==> src/rtl/svm_pkg.sv <==
// Shared SVM types and sizes: feature word, packed feature vector and
// modality tag.
package svm_pkg;

  localparam int NBITS       = 16;
  localparam int F_WIDTH     = 20;
  localparam int LOG_F_WIDTH = $clog2(F_WIDTH);

  typedef logic signed [NBITS-1:0] feat_t;
  typedef feat_t [F_WIDTH-1:0]     feat_vec_t;

  typedef enum logic {
    MOD_VALENCE = 1'b0,
    MOD_AROUSAL = 1'b1
  } modality_e;

endpackage

==> src/rtl/svm_feat_quant.sv <==
// Combinational IN_BITS -> NBITS narrowing of one raw feature word.
// SVM_FEAT_SAT_EN selects signed saturation; otherwise the low bits are kept.
module svm_feat_quant
  import svm_pkg::*;
#(
  parameter int IN_BITS = 24
) (
  input  logic signed [IN_BITS-1:0] raw,
  output feat_t                     q
);

`ifdef SVM_FEAT_SAT_EN
  localparam logic signed [IN_BITS-1:0] SAT_MAX = IN_BITS'(2 ** (NBITS - 1) - 1);
  localparam logic signed [IN_BITS-1:0] SAT_MIN = ~SAT_MAX;

  always_comb begin
    if (raw > SAT_MAX)      q = SAT_MAX[NBITS-1:0];
    else if (raw < SAT_MIN) q = SAT_MIN[NBITS-1:0];
    else                    q = raw[NBITS-1:0];
  end
`else
  // Upper bits are intentionally discarded; wrap-around is acceptable here.
  logic unused_raw;
  assign unused_raw = ^raw;
  assign q          = raw[NBITS-1:0];
`endif

endmodule

==> src/rtl/svm_feature_packer.sv <==
// Packs F_WIDTH feature words into alternating valence/arousal vectors for SVM
// through a ping-pong buffer. SVM_FEAT_SAT_EN enables input saturation.
module svm_feature_packer
  import svm_pkg::*;
#(
  parameter int IN_BITS = 24
) (
  input  logic                     clk,
  input  logic                     rst,
  input  logic signed [IN_BITS-1:0] feat_in,
  input  logic                     feat_valid,
  output logic                     feat_ready,
  input  logic                     feat_last,
  output logic [NBITS*F_WIDTH-1:0] in_features,
  output logic                     fin_valid,
  input  logic                     fin_ready,
  output logic                     out_arousal,
  output logic                     len_err
);

  feat_vec_t                buf_q     [2];
  modality_e                buf_mod_q [2];
  logic [LOG_F_WIDTH-1:0]   index_q;
  logic                     wr_ptr_q;
  logic                     rd_ptr_q;
  logic [1:0]               count_q;
  logic [1:0]               count_nxt;
  modality_e                mod_q;
  logic                     feat_ready_q;
  logic                     len_err_q;

  feat_t feat_q;
  logic  xfer, at_end, complete, bad_len, handoff;

  svm_feat_quant #(.IN_BITS(IN_BITS)) u_quant (
    .raw (feat_in),
    .q   (feat_q)
  );

  assign xfer     = feat_valid && feat_ready_q;
  assign at_end   = (index_q == LOG_F_WIDTH'(F_WIDTH - 1));
  assign complete = xfer && feat_last && at_end;
  assign bad_len  = xfer && (feat_last != at_end);
  assign handoff  = fin_valid && fin_ready;

  // NOTE: always_comb assigns a default first so no path leaves count_nxt unassigned (no latch).
  always_comb begin
    count_nxt = count_q;
    if (complete && !handoff)      count_nxt = count_q + 2'd1;
    else if (!complete && handoff) count_nxt = count_q - 2'd1;
  end

  // NOTE: state uses non-blocking assignments so every register samples pre-edge values.
  always_ff @(posedge clk) begin
    if (rst) begin
      index_q      <= '0;
      wr_ptr_q     <= 1'b0;
      rd_ptr_q     <= 1'b0;
      count_q      <= 2'd0;
      mod_q        <= MOD_VALENCE;
      feat_ready_q <= 1'b0;
      len_err_q    <= 1'b0;
    end else begin
      if (complete) begin
        index_q  <= '0;
        wr_ptr_q <= ~wr_ptr_q;
        mod_q    <= (mod_q == MOD_VALENCE) ? MOD_AROUSAL : MOD_VALENCE;
      end else if (bad_len) begin
        index_q  <= '0;
      end else if (xfer) begin
        index_q  <= index_q + 1'b1;
      end
      if (handoff) rd_ptr_q <= ~rd_ptr_q;
      count_q      <= count_nxt;
      feat_ready_q <= (count_nxt != 2'd2);
      len_err_q    <= bad_len;
    end
  end

  // NOTE: the buffers are not reset; the outputs are gated by fin_valid, so stale contents never escape.
  always_ff @(posedge clk) begin
    if (xfer) buf_q[wr_ptr_q][index_q] <= feat_q;
    if (complete) buf_mod_q[wr_ptr_q] <= mod_q;
  end

  assign feat_ready  = feat_ready_q;
  assign len_err     = len_err_q;
  assign fin_valid   = (count_q != 2'd0);
  assign in_features = fin_valid ? buf_q[rd_ptr_q] : '0;
  assign out_arousal = fin_valid && (buf_mod_q[rd_ptr_q] == MOD_AROUSAL);

endmodule

==> config.mk <==
export PLATFORM = sky130hd
export DESIGN_NAME = svm_feature_packer
export DESIGN_NICKNAME = d
export VERILOG_FILES = /design/src/rtl/svm_pkg.sv /design/src/rtl/svm_feat_quant.sv /design/src/rtl/svm_feature_packer.sv
export SDC_FILE = /design/constraint.sdc
export NUM_CORES = 1
export LEC_CHECK = 0
export ABC_AREA = 1
export CAP_MARGIN = 20
export CORE_MARGIN = 8
export CORE_UTILIZATION = 36
export CTS_CLUSTER_DIAMETER = 80
export DETAILED_ROUTE_END_ITERATION = 8
export SETUP_SLACK_MARGIN = 0.1
export SYNTH_ARGS = -nofsm -noshare
export SYNTH_HDL_FRONTEND = slang
export SYNTH_HIERARCHICAL = 1
export SYNTH_SLANG_ARGS = --single-unit
==> constraint.sdc <==
create_clock -name clk -period 3.8 [get_ports clk]
set_input_delay 0.38 -clock clk [delete_from_list [all_inputs] [get_ports clk]]
set_output_delay 0.38 -clock clk [all_outputs]
set_load 0.01 [all_outputs]
# Word-level counts from Yosys, hierarchy flattened
# Memory sizes are Yosys's and may differ from the RTL's. A register that Yosys moved wholly into a read port is not among the register bits.
# Index checks and enable logic that the tools add are counted.
# totals
reg_bits	12
latch_bits	0
mem_bits_rw	642
mem_bits_ro	0
input_bits	29
out_inout_bits	324
wordCells	46
n_memories	2
# mem_list
memory	depth	width	rd	rd_clocked_by_memory_dff	wr	line_no	rtl
buf_q	2	320	1	1	1	svm_feature_packer.sv:21	feat_vec_t buf_q [2];
buf_mod_q	2	1	1	1	1	svm_feature_packer.sv:22	modality_e buf_mod_q [2];
# classes
add_sub_neg	3
multipliers	0
div_mod_pow	0
n_lt_le_gt_ge	2
n_eq_ne	3
shift	0
mux	14
n_bitwise	2
n_reduce_logical	13
# op_table
cell	n
$mux 320	2
$demux 16 s5	1
$mux 16	1
$logic_and 1x1->1	9
$mux 1	8
$lt 5x6->1 const B	1
$add 5x1->5 const B	1
$eq 5x5->1 const B	1
$ge 5x1->1 const B	1
$mux 2	2
$reduce_or 3->1	1
$add 2x1->2 const B	1
$logic_not 1->1	2
$ne 2x2->1 const B	1
$not 1->1	2
$reduce_bool 2->1	1
$sub 2x1->2 const B	1
$ne 1x1->1	1

# Logic depth before layout (Yosys ltp)
# logic_depth
ltp_word	8
depth_mapped	9
mapped_depth_nobuf	9

# By module
# Netlist, hierarchy kept.
# modules_own_cells
mod	n_inst	cells_each	area_per_inst_um2	seq_area_each_um2
svm_feature_packer	1	1856	25000.2	19538.7
svm_feat_quant	1	16	120.1	0.0

# Worst setup path after synthesis
# No wires, ideal clock.
# synth_path
kind	reg-to-reg
startpoint	register index_q[0]
endpoint	memory buf_q[0][176] (netlist name) (enable)
setup_time_ns	0.409
arrival_time_ns	2.068
required_ns	3.391
setup_slack_ns	1.323
path_stages_with_launch	6
n_path_buf	0
period_less_slack_ns	2.477
cell_sequence	dfxtp_1 ha_1 inv_1 nor2_8 inv_1 nor3_1
# synth_between
elab_chain_len	5
word_cells_on_any_way	6
classes_between	2 x order compare; 3 x mux; 1 x reduce/logical
# synth_lines
element	line_no	rtl
from (decl)	svm_feature_packer.sv:23	logic [LOG_F_WIDTH-1:0] index_q;
from (signal assigned)	svm_feature_packer.sv:71	index_q <= index_q + 1'b1;
$lt 5x6->1 (not written as such) / $ge 5x1->1 (equally long branches)	svm_feature_packer.sv:82	if (xfer) buf_q[wr_ptr_q][index_q] <= feat_q;
$logic_and 1x1->1 (not written as such)	svm_feature_packer.sv:82	
$mux 16 (not written as such)	svm_feature_packer.sv:82	
$demux 16 s5 *	svm_feature_packer.sv:82	
$mux 320 (not written as such) *	svm_feature_packer.sv:82	
to (decl)	svm_feature_packer.sv:21	
# Every way passes the cells marked *; elsewhere a longest branch is shown, timed or not.

==> impl_metrics.toml <==
[route]
wl_um = 70500
vias = 15700
drcViolationCount = 0
vias_per_cell = 4.87
routedWlPerCell_um = 21.9
drt_iter0_drc = 1248
detail-route-antenna-nets = 0
drt_pre_antenna_iters = 5

[timing]
fin_skew_ps = 14.2
rsz0062_at_grt = "no"
fin_crit_sh_pct = 91.4
hold-worst-slack_ps = 307
fin_crit_ps = 3470
fin_setup_tns_ps = 0
max_freq_ghz = 0.288
max_slew_margin_pct = 22.6
setup_slack_ps = 326
worst_slew_pin_slew_ps = 1160
setup_violations = 0
slew_viol_final = 0
finalHoldViolCount = 0

[placed_design]
place_ws_ps = 808
dp_hpwl_um = 40400
io_buffers = 344
gp_congestion = 0.764

[die]
die_w_um = 280
rows = 97
core_sq_um = 69500
die_area_sq_um = 78500
die_h_um = 280
pin_count = 353
initial_utilization_pct = 36.1

[setup_path]
crit_end = "in_features[60]"
cp-end-kind = "output port"
r2r-end = "buf_q[1][1]"
regToRegSetupSlack_ps = 1530
r2r-start = "wr_ptr_q"
critPathLaunchType = "flip-flop"
cp.arrival_ps = 3090
crit_type = "flip-flop to output port"
crit_required_ps = 3420
crit_fanout = 128
reg2regPathDepth = 3

[yosys]
syn-cell-area_sq_um = 25100
syn_inst = 1872
synth_edf_count = 642
synth_top_cells_by_area = "edfxtp_1 77%, nor2_1 9.9%, o21ai_0 6.4%"
synth_top_flop_cell = "edfxtp_1"
synth-seq-cells = 655
avgSynthCellArea_sq_um = 13.4
ys.warnings.count = 6
syn_nets = 1906
ys_seq_area_share_pct = 77.8
yosysTopAreaCell = "edfxtp_1"
synth-async-reset-ratio_pct = 0
synth.top_cell.area_share_pct = 76.7
ys_types = 32

[power]
ir_drop_mv = 0.392
p_switching_uw = 6650
p_per_area_nw_per_um2 = 676
comb_power_share_pct = 31.0
swShare_pct = 30.8
p_leak_uw = 0.0109
intPower_uw = 14900
seqPwrFrac_pct = 37.4
p_clk_share_pct = 31.5

[hold_path]
hold_class = "input port to flip-flop"

[finish]
area_growth_pct = 27.1
drive_gt1_share_pct = 10.4
post-route-util_pct = 45.9
fill_cells = 6134
fin_nets = 2253

[global_route]
grt_first_pass_wirelength_um = 103000
grt_usage_pct = 17.5
grt_busiest_layer = "met2"
grt.met2_usage_pct = 30.1
grt_pass1_vias = 15700
grtUsageMet3_pct = 3.38
use_met1_pct = 22.3
antenna_found_initial = 1
grt_max_degree = 141
overflow = 0

[clock_network]
clk_pin_slew_worst_paths_ps = 60
cts_inserted_buffers = 72
clk_latency_ps = 590
clock_sinks = 655
cts_root_buffer = "clkbuf_16"
htreeDepth = 3
clockBufferDepth = 3
post_cts_buffers = 0
cts_tree = "done"
hold_buffers = 0

[run_status]
status = "finished, final reports clean"

[job]
cap_violations = 0
stage by stage:
step	power, uW	instance area, sq um	instances
floorplan	11300	25100	1872
global placement	15000	29500	3081
detailed placement	15100	29500	3081
CTS	21900	31800	3212
global route	22600	31900	3216
finish	21600	31900	3217
logic make-up after synthesis:
group	count (synthesis)	share of synthesized area, %
and+or+nand+nor	736	11.7
DFF	655	77.8
buffers and inverters	144	3.49
AOI/OAI and AO/OA	330	6.71
xor gates and xnor gates	2	0.0697
adders and majority gates	5	0.249
how the worst min path moves through the flow:
stage	start	endpoint	slack [ps]	depth (start not counted)
4_1_cts	feat_in[4]	buf_q[1][20]	290	1
2_1_floorplan	rst	count_q[1]	440	1
5_1_grt	feat_in[10]	buf_q[0][42]	290	1
3_3_place_gp	mod_q	buf_mod_q[1]	460	0
6_report	feat_in[10]	buf_q[0][106]	310	1
3_5_place_dp	mod_q	buf_mod_q[1]	470	0
Yosys cell counts, types with 4 or more instances:
| cell type | count |
|---|---|
| nor3_1 | 31 |
| inv_1 | 13 |
| nand3_1 | 7 |
| buf_6 | 29 |
| a21oi_2 | 4 |
| buf_4 | 23 |
| ha_1 | 5 |
| buf_2 | 5 |
| edfxtp_1 | 642 |
| nor2_1 | 660 |
| o21ai_0 | 322 |
| nand2_1 | 19 |
| clkbuf_1 | 66 |
| dfxtp_1 | 13 |
| nand2_2 | 4 |
critical path, cell delays in order (launching register included):
cell             delay [ps]
dfxtp_4                 520
inv_12                  450
buf_12                  330
nor2_1                   70
nor2_1                  260
clkdlybuf4s50_1         600
cell usage in the layout (no fill, tap or decap), types with 2 or more instances in the layout:
master,instances
nand2_1,19
clkbuf_1,19
clkinv_1,13
nor2_1,656
buf_4,43
nand2_4,3
nand3_2,2
buf_2,16
dfxtp_1,11
bufinv_16,7
clkinvlp_4,2
xor2_1,2
nand2_2,4
nor2_4,2
clkinv_2,7
o21ai_0,322
nor2_2,7
clkbuf_16,73
clkinv_4,3
inv_2,3
nor3_2,32
a21oi_2,4
inv_6,7
buf_16,2
clkdlybuf4s50_1,328
buf_12,10
edfxtp_1,642
ha_1,5
inv_1,12
nand3_1,7
per-layer routing:
layer  wire (um)  vias up
li1            -     7287
met1       29800     7888
met2       35600      414
met3        3600       82
met4        1580        0
met5           0        -
repair_timing:
| action | 4_1_cts | 5_1_grt |
|---|---|---|
| gates resized for setup | 0 | 1 |
| endpoints found under the setup margin | 0 | 147 |
| endpoints found under the hold margin | 0 | 0 |
sequential cells by signal, summed over array words and instances (netlist names), named ones only:
signal,count
mod_q,1
buf_mod_q,2
index_q,5
len_err,1
feat_ready,1
count_q,2
rd_ptr_q,1
buf_q,640
wr_ptr_q,1
layout make-up:
| cell class | count | area (sq um) | area share [%] |
|---|---|---|---|
| Clock inverter | 38 | 388 | 1.22 |
| Timing Repair Buffer | 399 | 3940 | 12.3 |
| Sequential cell | 655 | 19500 | 61.2 |
| Multi-Input combinational cell | 1073 | 4860 | 15.2 |
| Inverter | 18 | 92.6 | 0.290 |
| Tap cell | 940 | 1180 | 3.68 |
| Antenna cell | 1 | 2.50 | 0.00784 |
| Clock buffer | 93 | 1910 | 5.99 |
power by group through the flow:
| stage | clock network, uW | logic (uW) | registers (uW) |
|---|---|---|---|
| global placement | 0 | 6780 | 8240 |
| CTS | 6970 | 6840 | 8090 |
| finish | 6800 | 6700 | 8090 |
| detailed placement | 0 | 6810 | 8240 |
| global route | 7260 | 7260 | 8090 |
| floorplan | 0 | 3170 | 8170 |
Note: power is estimated with default switching activity, not from simulation.
